`src/rtl/cordic_normalizer_if.sv`:
```
// Operand and result handshake bundle for the leading-sign normalizer.
// The slave modport is the normalizer side and the master modport is the producer/consumer side.
interface cordic_normalizer_if #(
    parameter int Width = 16
);
    logic [Width-1:0] x_i;
    logic             valid_i;
    logic             ready_o;
    logic [Width-1:0] y_o;
    logic [3:0]       amount_o;
    logic             norm_o;
    logic             valid_o;
    logic             ready_i;

    modport slave (
        input  x_i, valid_i, ready_i,
        output ready_o, y_o, amount_o, norm_o, valid_o
    );

    modport master (
        output x_i, valid_i, ready_i,
        input  ready_o, y_o, amount_o, norm_o, valid_o
    );
endinterface

```
`src/rtl/cordic_normalizer.sv`:
```
// Sequential leading-sign normalizer: left-shifts out redundant sign bits in binary stages 8/4/2/1.
// It reports the applied count, so an arithmetic right shift by that count restores the operand.
//
// state  | meaning
// S_IDLE | ready_o high, waiting for an operand
// S_BUSY | applying stage k (shift 2^k), k = 3..0
// S_DONE | valid_o high, holding the result until ready_i
module cordic_normalizer #(
    parameter int Width = 16
) (
    input  logic                 clk_i,
    input  logic                 rst_ni,
    cordic_normalizer_if.slave   bus
);
    localparam logic [1:0] S_IDLE = 2'd0;
    localparam logic [1:0] S_BUSY = 2'd1;
    localparam logic [1:0] S_DONE = 2'd2;

    logic [1:0]       r_state;
    logic [1:0]       r_k;
    logic [Width-1:0] r_data;
    logic [3:0]       r_amount;

    logic [3:0]       w_eq;
    logic [3:0]       w_s;
    logic             w_take;
    logic [Width-1:0] w_shifted;

    // A stage shifts only when its s+1 top bits are all equal, so no significant bit is lost.
    assign w_eq[3] = (&r_data[Width-1:Width-9]) | ~(|r_data[Width-1:Width-9]);
    assign w_eq[2] = (&r_data[Width-1:Width-5]) | ~(|r_data[Width-1:Width-5]);
    assign w_eq[1] = (&r_data[Width-1:Width-3]) | ~(|r_data[Width-1:Width-3]);
    assign w_eq[0] = (&r_data[Width-1:Width-2]) | ~(|r_data[Width-1:Width-2]);

    always_comb begin
        w_s       = 4'd1 << r_k;
        w_take    = w_eq[r_k];
        w_shifted = r_data << w_s;
    end

    always_ff @(posedge clk_i or negedge rst_ni) begin
        if (!rst_ni) begin
            r_state  <= S_IDLE;
            r_k      <= 2'd0;
            r_data   <= '0;
            r_amount <= 4'd0;
        end else begin
            case (r_state)
                S_IDLE: begin
                    if (bus.valid_i) begin
                        r_data   <= bus.x_i;
                        r_amount <= 4'd0;
                        r_k      <= 2'd3;
                        r_state  <= S_BUSY;
                    end
                end
                S_BUSY: begin
                    if (w_take) begin
                        r_data   <= w_shifted;
                        r_amount <= r_amount + w_s;
                    end
                    if (r_k == 2'd0) begin
                        r_state <= S_DONE;
                    end else begin
                        r_k <= r_k - 2'd1;
                    end
                end
                S_DONE: begin
                    if (bus.ready_i) begin
                        r_state <= S_IDLE;
                    end
                end
                default: r_state <= S_IDLE;
            endcase
        end
    end

    assign bus.ready_o  = (r_state == S_IDLE);
    assign bus.valid_o  = (r_state == S_DONE);
    assign bus.y_o      = r_data;
    assign bus.amount_o = r_amount;
    assign bus.norm_o   = r_data[Width-1] ^ r_data[Width-2];
endmodule

```
`src/flat_wrapper.sv`:
```
// flat-port wrapper written by rule: the top's interface ports become plain ports
module cordic_normalizer_flat 
#(
    parameter int Width = 16
)
  (clk_i, rst_ni, bus_x_i, bus_valid_i, bus_ready_i, bus_ready_o, bus_y_o, bus_amount_o, bus_norm_o, bus_valid_o);
  cordic_normalizer_if #(.Width(Width)) bus_i ();
  input  logic clk_i;
  input  logic rst_ni;
  input wire logic [$bits(bus_i.x_i)-1:0] bus_x_i;
  input wire logic [$bits(bus_i.valid_i)-1:0] bus_valid_i;
  input wire logic [$bits(bus_i.ready_i)-1:0] bus_ready_i;
  output wire logic [$bits(bus_i.ready_o)-1:0] bus_ready_o;
  output wire logic [$bits(bus_i.y_o)-1:0] bus_y_o;
  output wire logic [$bits(bus_i.amount_o)-1:0] bus_amount_o;
  output wire logic [$bits(bus_i.norm_o)-1:0] bus_norm_o;
  output wire logic [$bits(bus_i.valid_o)-1:0] bus_valid_o;
  assign bus_i.x_i = bus_x_i;
  assign bus_i.valid_i = bus_valid_i;
  assign bus_i.ready_i = bus_ready_i;
  assign bus_ready_o = bus_i.ready_o;
  assign bus_y_o = bus_i.y_o;
  assign bus_amount_o = bus_i.amount_o;
  assign bus_norm_o = bus_i.norm_o;
  assign bus_valid_o = bus_i.valid_o;
  cordic_normalizer #(.Width(Width)) u_core (.clk_i(clk_i), .rst_ni(rst_ni), .bus(bus_i));
endmodule
```
`config.mk`:
```
export PLATFORM = sky130hd
export DESIGN_NAME = cordic_normalizer_flat
export DESIGN_NICKNAME = d
export VERILOG_FILES = /design/src/rtl/cordic_normalizer_if.sv /design/src/rtl/cordic_normalizer.sv /design/src/flat_wrapper.sv
export SDC_FILE = /design/constraint.sdc
export NUM_CORES = 1
export LEC_CHECK = 0
export CAP_MARGIN = 20
export CORE_ASPECT_RATIO = 1.4
export CORE_MARGIN = 5
export CORE_UTILIZATION = 55
export DETAILED_ROUTE_END_ITERATION = 6
export PLACE_DENSITY = 0.85
export REMOVE_ABC_BUFFERS = 1
export SYNTH_ARGS = -nofsm -noshare
export SYNTH_HDL_FRONTEND = slang
export SYNTH_SLANG_ARGS = --single-unit
```
`constraint.sdc`:
```
create_clock -name clk_i -period 5.1 [get_ports clk_i]
set_input_delay 0.51 -clock clk_i [delete_from_list [all_inputs] [get_ports clk_i]]
set_output_delay 0.51 -clock clk_i [all_outputs]
set_load 0.03 [all_outputs]
```
* Word level (Yosys, flattened, before mapping)
Cells that the tools add are included. Widths: inputs -> output; s select.
Cells by class: $add $sub $neg 2, equality and inequality tests 7, $mul 0, multiplexer cells 15, reductions and logical operators 14, bitwise logic cells 9, $lt $le $gt $ge 1, shift operators 2, divide/modulo/power cells 0
Operators by type and width (number):
- $mux 16 | 2
- $pmux 16 s2 | 1
- $shl 16x4->16 | 1
- $reduce_and 3->1 | 4
- $mux 2 | 5
- $reduce_and 9->1 | 1
- $reduce_or 9->1 | 1
- $mux 4 | 2
- $pmux 4 s2 | 1
- $ne 2x2->1 const B | 3
- $pmux 2 s3 | 1
- $reduce_and 5->1 | 1
- $reduce_or 5->1 | 1
- $add 4x4->4 | 1
- $logic_not 2->1 | 2
- $ne 2x1->1 const B | 2
- $not 1->1 | 4
- $or 1x1->1 | 4
- $pmux 2 s2 | 1
- $shl 1x2->4 const A | 1
- $lt 2x3->1 const B | 1
- $reduce_or 3->1 | 1
- $bmux 1 s2 | 1
- $eq 2x1->1 const B | 1
- 7 further kinds | 7
Storage, ports and cells: memories kept 0, input bits 20, output and inout port bits 23, word-level logic and storage cells 54, bits in latches 0, bits in registers 24, memory bits (writable) 0, bits in read-only memories 0

* Longest topological paths before layout
Gate-level depths: netlist (run 1).
depth after elaboration 7, mapped depth 10

* Worst setup path before layout (run 1)
No wires, ideal clock.
path kind reg2reg, from reg u_core.r_data[14], in the netlist u_core.bus.y_o[14], to reg u_core.r_data[10], in the netlist u_core.bus.y_o[10], period minus slack after synthesis 2.324 ns, path buffers 1, slack 2.776 ns, required time 4.975 ns, arrival 2.199 ns, library setup time 0.125 ns, cell stages (with the launch flop) 7, path through dfrtp_1 > xor2_1 > or3_1 > a31oi_4 > nor2_4 > buf_12 > mux2_4
Between the ends: cells in the longest elaborated chain, start to end 7, elaborated cells between the ends (all ways) 23, those cells by class eq/ne (1); shift (1); mux (4); bitwise (8); reduce/logical (9)
RTL lines:
- start, declared | line cordic_normalizer.sv:21 | logic [Width-1:0] r_data;
- start signal, assigned | line cordic_normalizer.sv:51 | r_data <= bus.x_i;
- start signal, assigned | line cordic_normalizer.sv:59 | r_data <= w_shifted;
- $reduce_or 9->1 (tied with other cells) | line cordic_normalizer.sv:30 | assign w_eq[3] = (&r_data[Width-1:Width-9]) | ~(|r_data[Width-1:Width-9]);
- $not 1->1, on equally long branches
- $or 1x1->1, on equally long branches
- $bmux 1 s2 | line cordic_normalizer.sv:37 | w_take = w_eq[r_k];
- $mux 1 (not written as such) | line cordic_normalizer.sv:37
- $ne 2x1->1 (no source line)
- $reduce_and 3->1 (no source line)
Parallel ways exist; a longest one is shown, timed or not. The select of a mux whose other input is x is not followed. A chain may end at the register's enable or synchronous reset.

* Worst setup path in the final report (run 1)
from reg u_core.r_k[1], to reg u_core.r_data[15], in the netlist u_core.bus.y_o[15]
Between the ends: cells in the longest elaborated chain, start to end 4, elaborated cells between the ends (all ways) 8, those cells by class eq/ne (1); shift (2); mux (4); reduce/logical (1)
RTL lines:
- start, declared | line cordic_normalizer.sv:20 | logic [1:0] r_k;
- start signal, assigned | line cordic_normalizer.sv:65 | r_k <= r_k - 2'd1;
- $shl 1x2->4 or $bmux 1 s2 (tied branches) | line cordic_normalizer.sv:36, cordic_normalizer.sv:37
- $shl 16x4->16 or $mux 1 (tied branches) | line cordic_normalizer.sv:38, cordic_normalizer.sv:37
- $mux 16 or $ne 2x1->1 (tied branches)
- $pmux 16 s2 or $reduce_and 3->1 (tied branches)
Parallel ways exist; a longest one is shown, timed or not. The select of a mux whose other input is x is not followed.

==> results of run 1 <==
[cell type report]
cell class	count	area, um2	share of cell area, %
sequential	24	601	24.5
timing repair buffer	43	435	17.8
multi-input combinational	150	1270	51.9
inverter	6	22.5	0.918
tap	40	50.0	2.04
clock inverter	1	30.0	1.22
clock buffer	3	41.3	1.68
[path summary, 6_finish.rpt]
kind,slack [ps],start,cells past startpoint,endpoint
setup / recovery,2090,u_core.r_k[1]$_DFFE_PN0P_,7,u_core.bus.y_o[15]$_DFFE_PN0P_
hold / removal,530,u_core.bus.amount_o[3]$_DFFE_PN0P_,1,u_core.bus.amount_o[3]$_DFFE_PN0P_
setup reg to reg,2090,u_core.r_k[1]$_DFFE_PN0P_,7,u_core.bus.y_o[15]$_DFFE_PN0P_
hold reg to reg,530,u_core.bus.amount_o[3]$_DFFE_PN0P_,1,u_core.bus.amount_o[3]$_DFFE_PN0P_
max in group asynchronous,3940,rst_ni,2,u_core.bus.y_o[4]$_DFFE_PN0P_
min in group asynchronous,620,rst_ni,1,u_core.bus.amount_o[1]$_DFFE_PN0P_
[routing by layer]
metal  GRT usage, %  vias to the layer above  part of all wire [%]
met5              0                        -                     0
met4           9.11                        0                   2.7
met3           2.09                       11                   5.7
met2           36.4                       64                    49
met1           30.5                      836                    42
li1               -                      791                     -
[registers in the layout (all words and copies together), names as in the netlist]
name / flops
u_core.bus.y_o: 16
u_core.r_state: 2
u_core.bus.amount_o: 4
u_core.r_k: 2
[report_power, final]
group	switching (mW)	internal (mW)
logic	0.701	0.621
clock network	0.0676	0.105
registers	0.128	0.274
total	0.897	1.00
[cell usage after synthesis (5+ instances only)]
cell type,number
mux2_2,15
ha_1,7
a22o_1,5
mux2i_1,20
dfrtp_1,24
a21oi_1,5
mux2_4,5
inv_1,5
o21ai_0,10
mux4_2,5
nand2_1,12
nor2_1,15
[metrics by stage]
step                setup WS [ps]  instance area (um2)  power, mW
global placement             2240                 2370       1.69
floorplan                    2490                 1900       1.33
global route                 1920                 2450       2.03
finish                       2090                 2450       1.90
detailed placement           2140                 2370       1.71
CTS                          2100                 2440       1.89
[cell families after synthesis]
group	after synthesis	share of synthesized area [%]
compound gates	42	16.2
fa+ha+maj	8	5.50
xor+xnor	3	1.34
flops	24	30.7
mux	45	28.4
simple gates	52	13.5
buf+inv	16	4.34
==> impl_metrics.json, run 1 <==
{
  "rows": 25,
  "vias": 1702,
  "crit_path_cell_trace": "inv_1 > ha_1 > mux2i_1 > mux2i_1 > mux2_2 > a221o_1 > mux2_2",
  "area_growth_pct": 25.2,
  "ctsResizeCount": 0,
  "utilization_pct": 71.9,
  "diodes": 0,
  "tightest_slew_ps": 1020,
  "grt_pass1_vias": 1734,
  "dp.cells": 262,
  "drt-total-wl_um": 5040,
  "routabilityCongestion": 0.878,
  "fin_setup_tns_ps": 0,
  "yosysTopAreaCell": "dfrtp_1",
  "grt_antenna_before_repair": 0,
  "synthCells": 190,
  "vias_per_cell": 6.37,
  "power_density_nw_per_um2": 774,
  "ys_types": 48,
  "finClkSkew_ps": 11.7,
  "fp.dieW_um": 60.4,
  "die_area_um2": 4870,
  "instances_no_fill": 267,
  "synth-seq-cells": 24,
  "period_needed_ps": 3010,
  "fin_crit_sh_pct": 59.0,
  "cpLargestDelayFamily": "multiplexers",
  "min_path_type": "reg -> reg",
  "synth-edff-count": 0,
  "status": "complete, no violations",
  "grt_setup_unrepaired": "no",
  "nets": 256,
  "worst-path-buf-inv": 1,
  "ys_seq_area_share_pct": 30.7,
  "syn_area_per_cell_um2": 10.3,
  "setup_viol": 0,
  "cts_root_buf": "clkbuf_8",
  "start_util_pct": 57.4,
  "ir_drop_mv": 0.516,
  "grt_usage_pct": 22.6,
  "crit_path_start_kind": "register",
  "cap_violations": 0,
  "coreArea_um2": 3410,
  "cp.required_ps": 5270,
  "max_stage_delay_ps": 850,
  "grt_max_degree": 25,
  "worst_ep_arrival_time_ps": 3180,
  "post_cts_buffers": 0,
  "ant_nets": 0,
  "dr.pass1.iters": 4,
  "max_slew_margin_pct": 31.7,
  "critPathMaxFanout": 22,
  "tritoncts": "yes",
  "hold_viol_final": 0,
  "fill_cells": 245,
  "finalMaxSlewViolations": 0,
  "drc": 0,
  "critPathKind": "reg -> reg",
  "cts_buffers": 3,
  "cts_htree_levels": 1,
  "cts_buffer_depth": 2,
  "grt_first_pass_wirelength_um": 8360,
  "ctsHoldBuffers": 0,
  "clk_pin_slew_worst_paths_ps": 100,
  "maxClockFrequency_mhz": 332,
  "drt_iter0_markers": 122,
  "clock_sinks": 24,
  "layout_common_cells": "42 x clkdlybuf4s50_1, 24 x dfrtp_1, 20 x mux2i_1, 15 x nor2_1, 15 x mux2_2",
  "overflow": 0,
  "synthArstFlopShare_pct": 100,
  "post-dp-hpwl_um": 3560,
  "synthTopCellsByArea": "dfrtp_1 31%, mux2i_1 10%, mux2_2 8.6%, mux4_2 5.8%, ha_1 4.5%",
  "syn_area_um2": 1960,
  "cp-end-kind": "register",
  "power_leakage_nw": 1.02,
  "ys.flop_type": "dfrtp_1",
  "ios": 43,
  "insertion_delay_ps": 280,
  "synth_top_area_share_pct": 30.7,
  "yosysWarnings": 0,
  "die_y_um": 80.6,
  "numPortBuffers": 42,
  "drive_gt1_share_pct": 15.4,
  "final_common_cell": "clkdlybuf4s50_1",
  "hold_ws_ps": 534,
  "wl_per_cell_um": 18.9,
  "cp_slowest_cell": "ha_1"
}
(Power assumes the default switching activity.)
==> inputs of run 2 (changes only) <==
- CORE_UTILIZATION: 55 -> 46
- PLACE_DENSITY: 0.85 -> 0.76
- clock period: 5.1 -> 2.4 ns (I/O delays scaled with it)
==> run 2 against run 1 <==
Compared with the run above: worst setup slack got worse by 2000 ps; cell area is 6.8% higher; critical endpoint is now u_core.bus.y_o[13]$_DFFE_PN0P_; count of clock-buffer cells in the layout rose by 1; die area is 17% higher; core utilization fell by 9.1 points; non-clock buffer count is 14 higher; power grew 120%; global-route usage shrank 2.5 points; highest routed layer unchanged.
==> impl_metrics.json, run 2 (synthesized netlist as in run 1, its figures left out) <==
{
  "fill_cells": 332,
  "largest_register_ffs": 16,
  "drc": 0,
  "grt_usage_pct": 20.0,
  "hold_viol_final": 0,
  "die_y_um": 87.2,
  "vias_per_cell": 6.14,
  "crit_path_start_kind": "register",
  "cp.required_ps": 2560,
  "tritoncts": "yes",
  "dr.pass1.iters": 4,
  "finalMaxSlewViolations": 0,
  "fin_total_pwr_mw": 4.26,
  "p_int_mw": 2.26,
  "cts_buffers": 3,
  "die_area_um2": 5680,
  "utilization_pct": 62.8,
  "critPathMaxFanout": 11,
  "drt-total-wl_um": 5540,
  "r2r_slack_ps": 60,
  "numPortBuffers": 42,
  "setup_viol": 0,
  "fp.dieW_um": 65.1,
  "ant_nets": 0,
  "tightest_slew_ps": 611,
  "clockPowerShare_pct": 6.7,
  "power.net_switching_mw": 2.01,
  "rows": 28,
  "critPathKind": "reg -> reg",
  "ios": 43,
  "grt_antenna_before_repair": 0,
  "wl_per_cell_um": 19.4,
  "cap_violations": 0,
  "dp.cells": 280,
  "finClkSkew_ps": 2.03,
  "min_path_type": "in -> async",
  "cts_htree_levels": 1,
  "reg2reg_depth": 8,
  "worst_ep_arrival_time_ps": 2510,
  "grt_first_pass_wirelength_um": 8880,
  "nets": 270,
  "layout_common_cells": "42 x clkdlybuf4s50_1, 24 x dfrtp_1, 16 x mux2i_1, 15 x nor2_1, 15 x mux2_2",
  "ir_drop_mv": 0.883,
  "hold_ws_ps": 324,
  "fin_setup_tns_ps": 0,
  "p_comb_share_pct": 73.1,
  "routabilityCongestion": 0.940,
  "cp-end-kind": "register",
  "drive_gt1_share_pct": 23.2,
  "r2r_end": "u_core.bus.y_o[13]$_DFFE_PN0P_",
  "overflow": 0,
  "grt_pass1_vias": 1823,
  "ctsHoldBuffers": 0,
  "diodes": 0,
  "drt_iter0_markers": 152,
  "grt_max_degree": 25,
  "power_density_nw_per_um2": 1630,
  "insertion_delay_ps": 270,
  "instances_no_fill": 286,
  "clk_pin_slew_worst_paths_ps": 90,
  "maxClockFrequency_mhz": 427,
  "clock_sinks": 24,
  "fin_crit_sh_pct": 97.5,
  "post-dp-hpwl_um": 4040,
  "power_leakage_nw": 1.09,
  "vias": 1755,
  "sw_frac_of_total_pct": 47.1,
  "period_needed_ps": 2340,
  "max_slew_margin_pct": 59.2,
  "area_growth_pct": 33.7,
  "seq_power_share_pct": 20.2,
  "start_util_pct": 47.0,
  "cts_root_buf": "clkbuf_8",
  "final_common_cell": "clkdlybuf4s50_1",
  "status": "complete, no violations",
  "coreArea_um2": 4170,
  "cts_buffer_depth": 2,
  "crit-reg2reg-launch": "u_core.r_k[1]$_DFFE_PN0P_"
}
-- run 2: worst max path at each step --
| stage | startpoint | to | slack, ps | depth (start not counted) |
|---|---|---|---|---|
| CTS | u_core.r_k[1]$_DFFE_PN0P_ | u_core.bus.y_o[15]$_DFFE_PN0P_ | 30 | 8 |
| global route | u_core.r_k[1]$_DFFE_PN0P_ | u_core.bus.y_o[13]$_DFFE_PN0P_ | -30 | 8 |
| floorplan | u_core.r_k[1]$_DFFE_PN0P_ | u_core.bus.y_o[13]$_DFFE_PN0P_ | -210 | 7 |
| finish | u_core.r_k[1]$_DFFE_PN0P_ | u_core.bus.y_o[13]$_DFFE_PN0P_ | 60 | 8 |
| detailed placement | u_core.r_k[1]$_DFFE_PN0P_ | u_core.bus.y_o[15]$_DFFE_PN0P_ | 30 | 8 |
| global placement | u_core.r_k[1]$_DFFE_PN0P_ | u_core.bus.y_o[15]$_DFFE_PN0P_ | 80 | 8 |
-- run 2: timing repair --
item / 4_1_cts / 5_1_grt
setup buffers: 0 / 1
resized for setup: 0 / 10
endpoints found under the setup margin: 0 / 5
-- run 2: routing by layer --
layer	track usage (%)	share of wire (%)
met4	7.36	2.2
met5	0	0
met1	25.4	40
met3	1.94	6.3
met2	35.1	51
-- run 2: critical path: stages (launching register included) --
cell and delay [ps]:
dfrtp_1 440, inv_2 140, ha_4 180, buf_12 160, mux2i_1 240, mux2i_1 160, mux2_2 320, a221o_1 330
mux2_4 260
-- run 2: final cells by class --
| type | count | area (um2) | area share [%] |
|---|---|---|---|
| inverters | 6 | 22.5 | 0.860 |
| flip-flops and latches | 24 | 601 | 22.9 |
| clock buffers | 4 | 55.1 | 2.10 |
| well taps | 45 | 56.3 | 2.15 |
| repair buffers | 57 | 563 | 21.5 |
| multi-input cells | 150 | 1320 | 50.5 |
-- run 2: power groups by stage --
stage / logic, mW / registers [mW] / clock network, mW
after floorplan: 1.79 / 1.04 / 0
after global placement: 2.93 / 0.849 / 0
after detailed placement: 2.97 / 0.851 / 0
after CTS: 2.98 / 0.844 / 0.295
after global routing: 3.33 / 0.902 / 0.304
final: 3.11 / 0.861 / 0.285
-- run 2: per-stage QoR --
| step | setup slack (ps) | area [um2] |
|---|---|---|
| after floorplan | -214 | 1900 |
| after global placement | 83.7 | 2480 |
| after detailed placement | 34.0 | 2480 |
| after CTS | 31.1 | 2540 |
| after global routing | -30.0 | 2620 |
| final | 59.1 | 2620 |
==> inputs of run 3 (changes only) <==
- ABC_CLOCK_PERIOD_IN_PS: not set -> 2400
- SLEW_MARGIN: not set -> 20
==> results of run 3 <==
The final DEF is identical to that of run 2; final timing and power are the same.
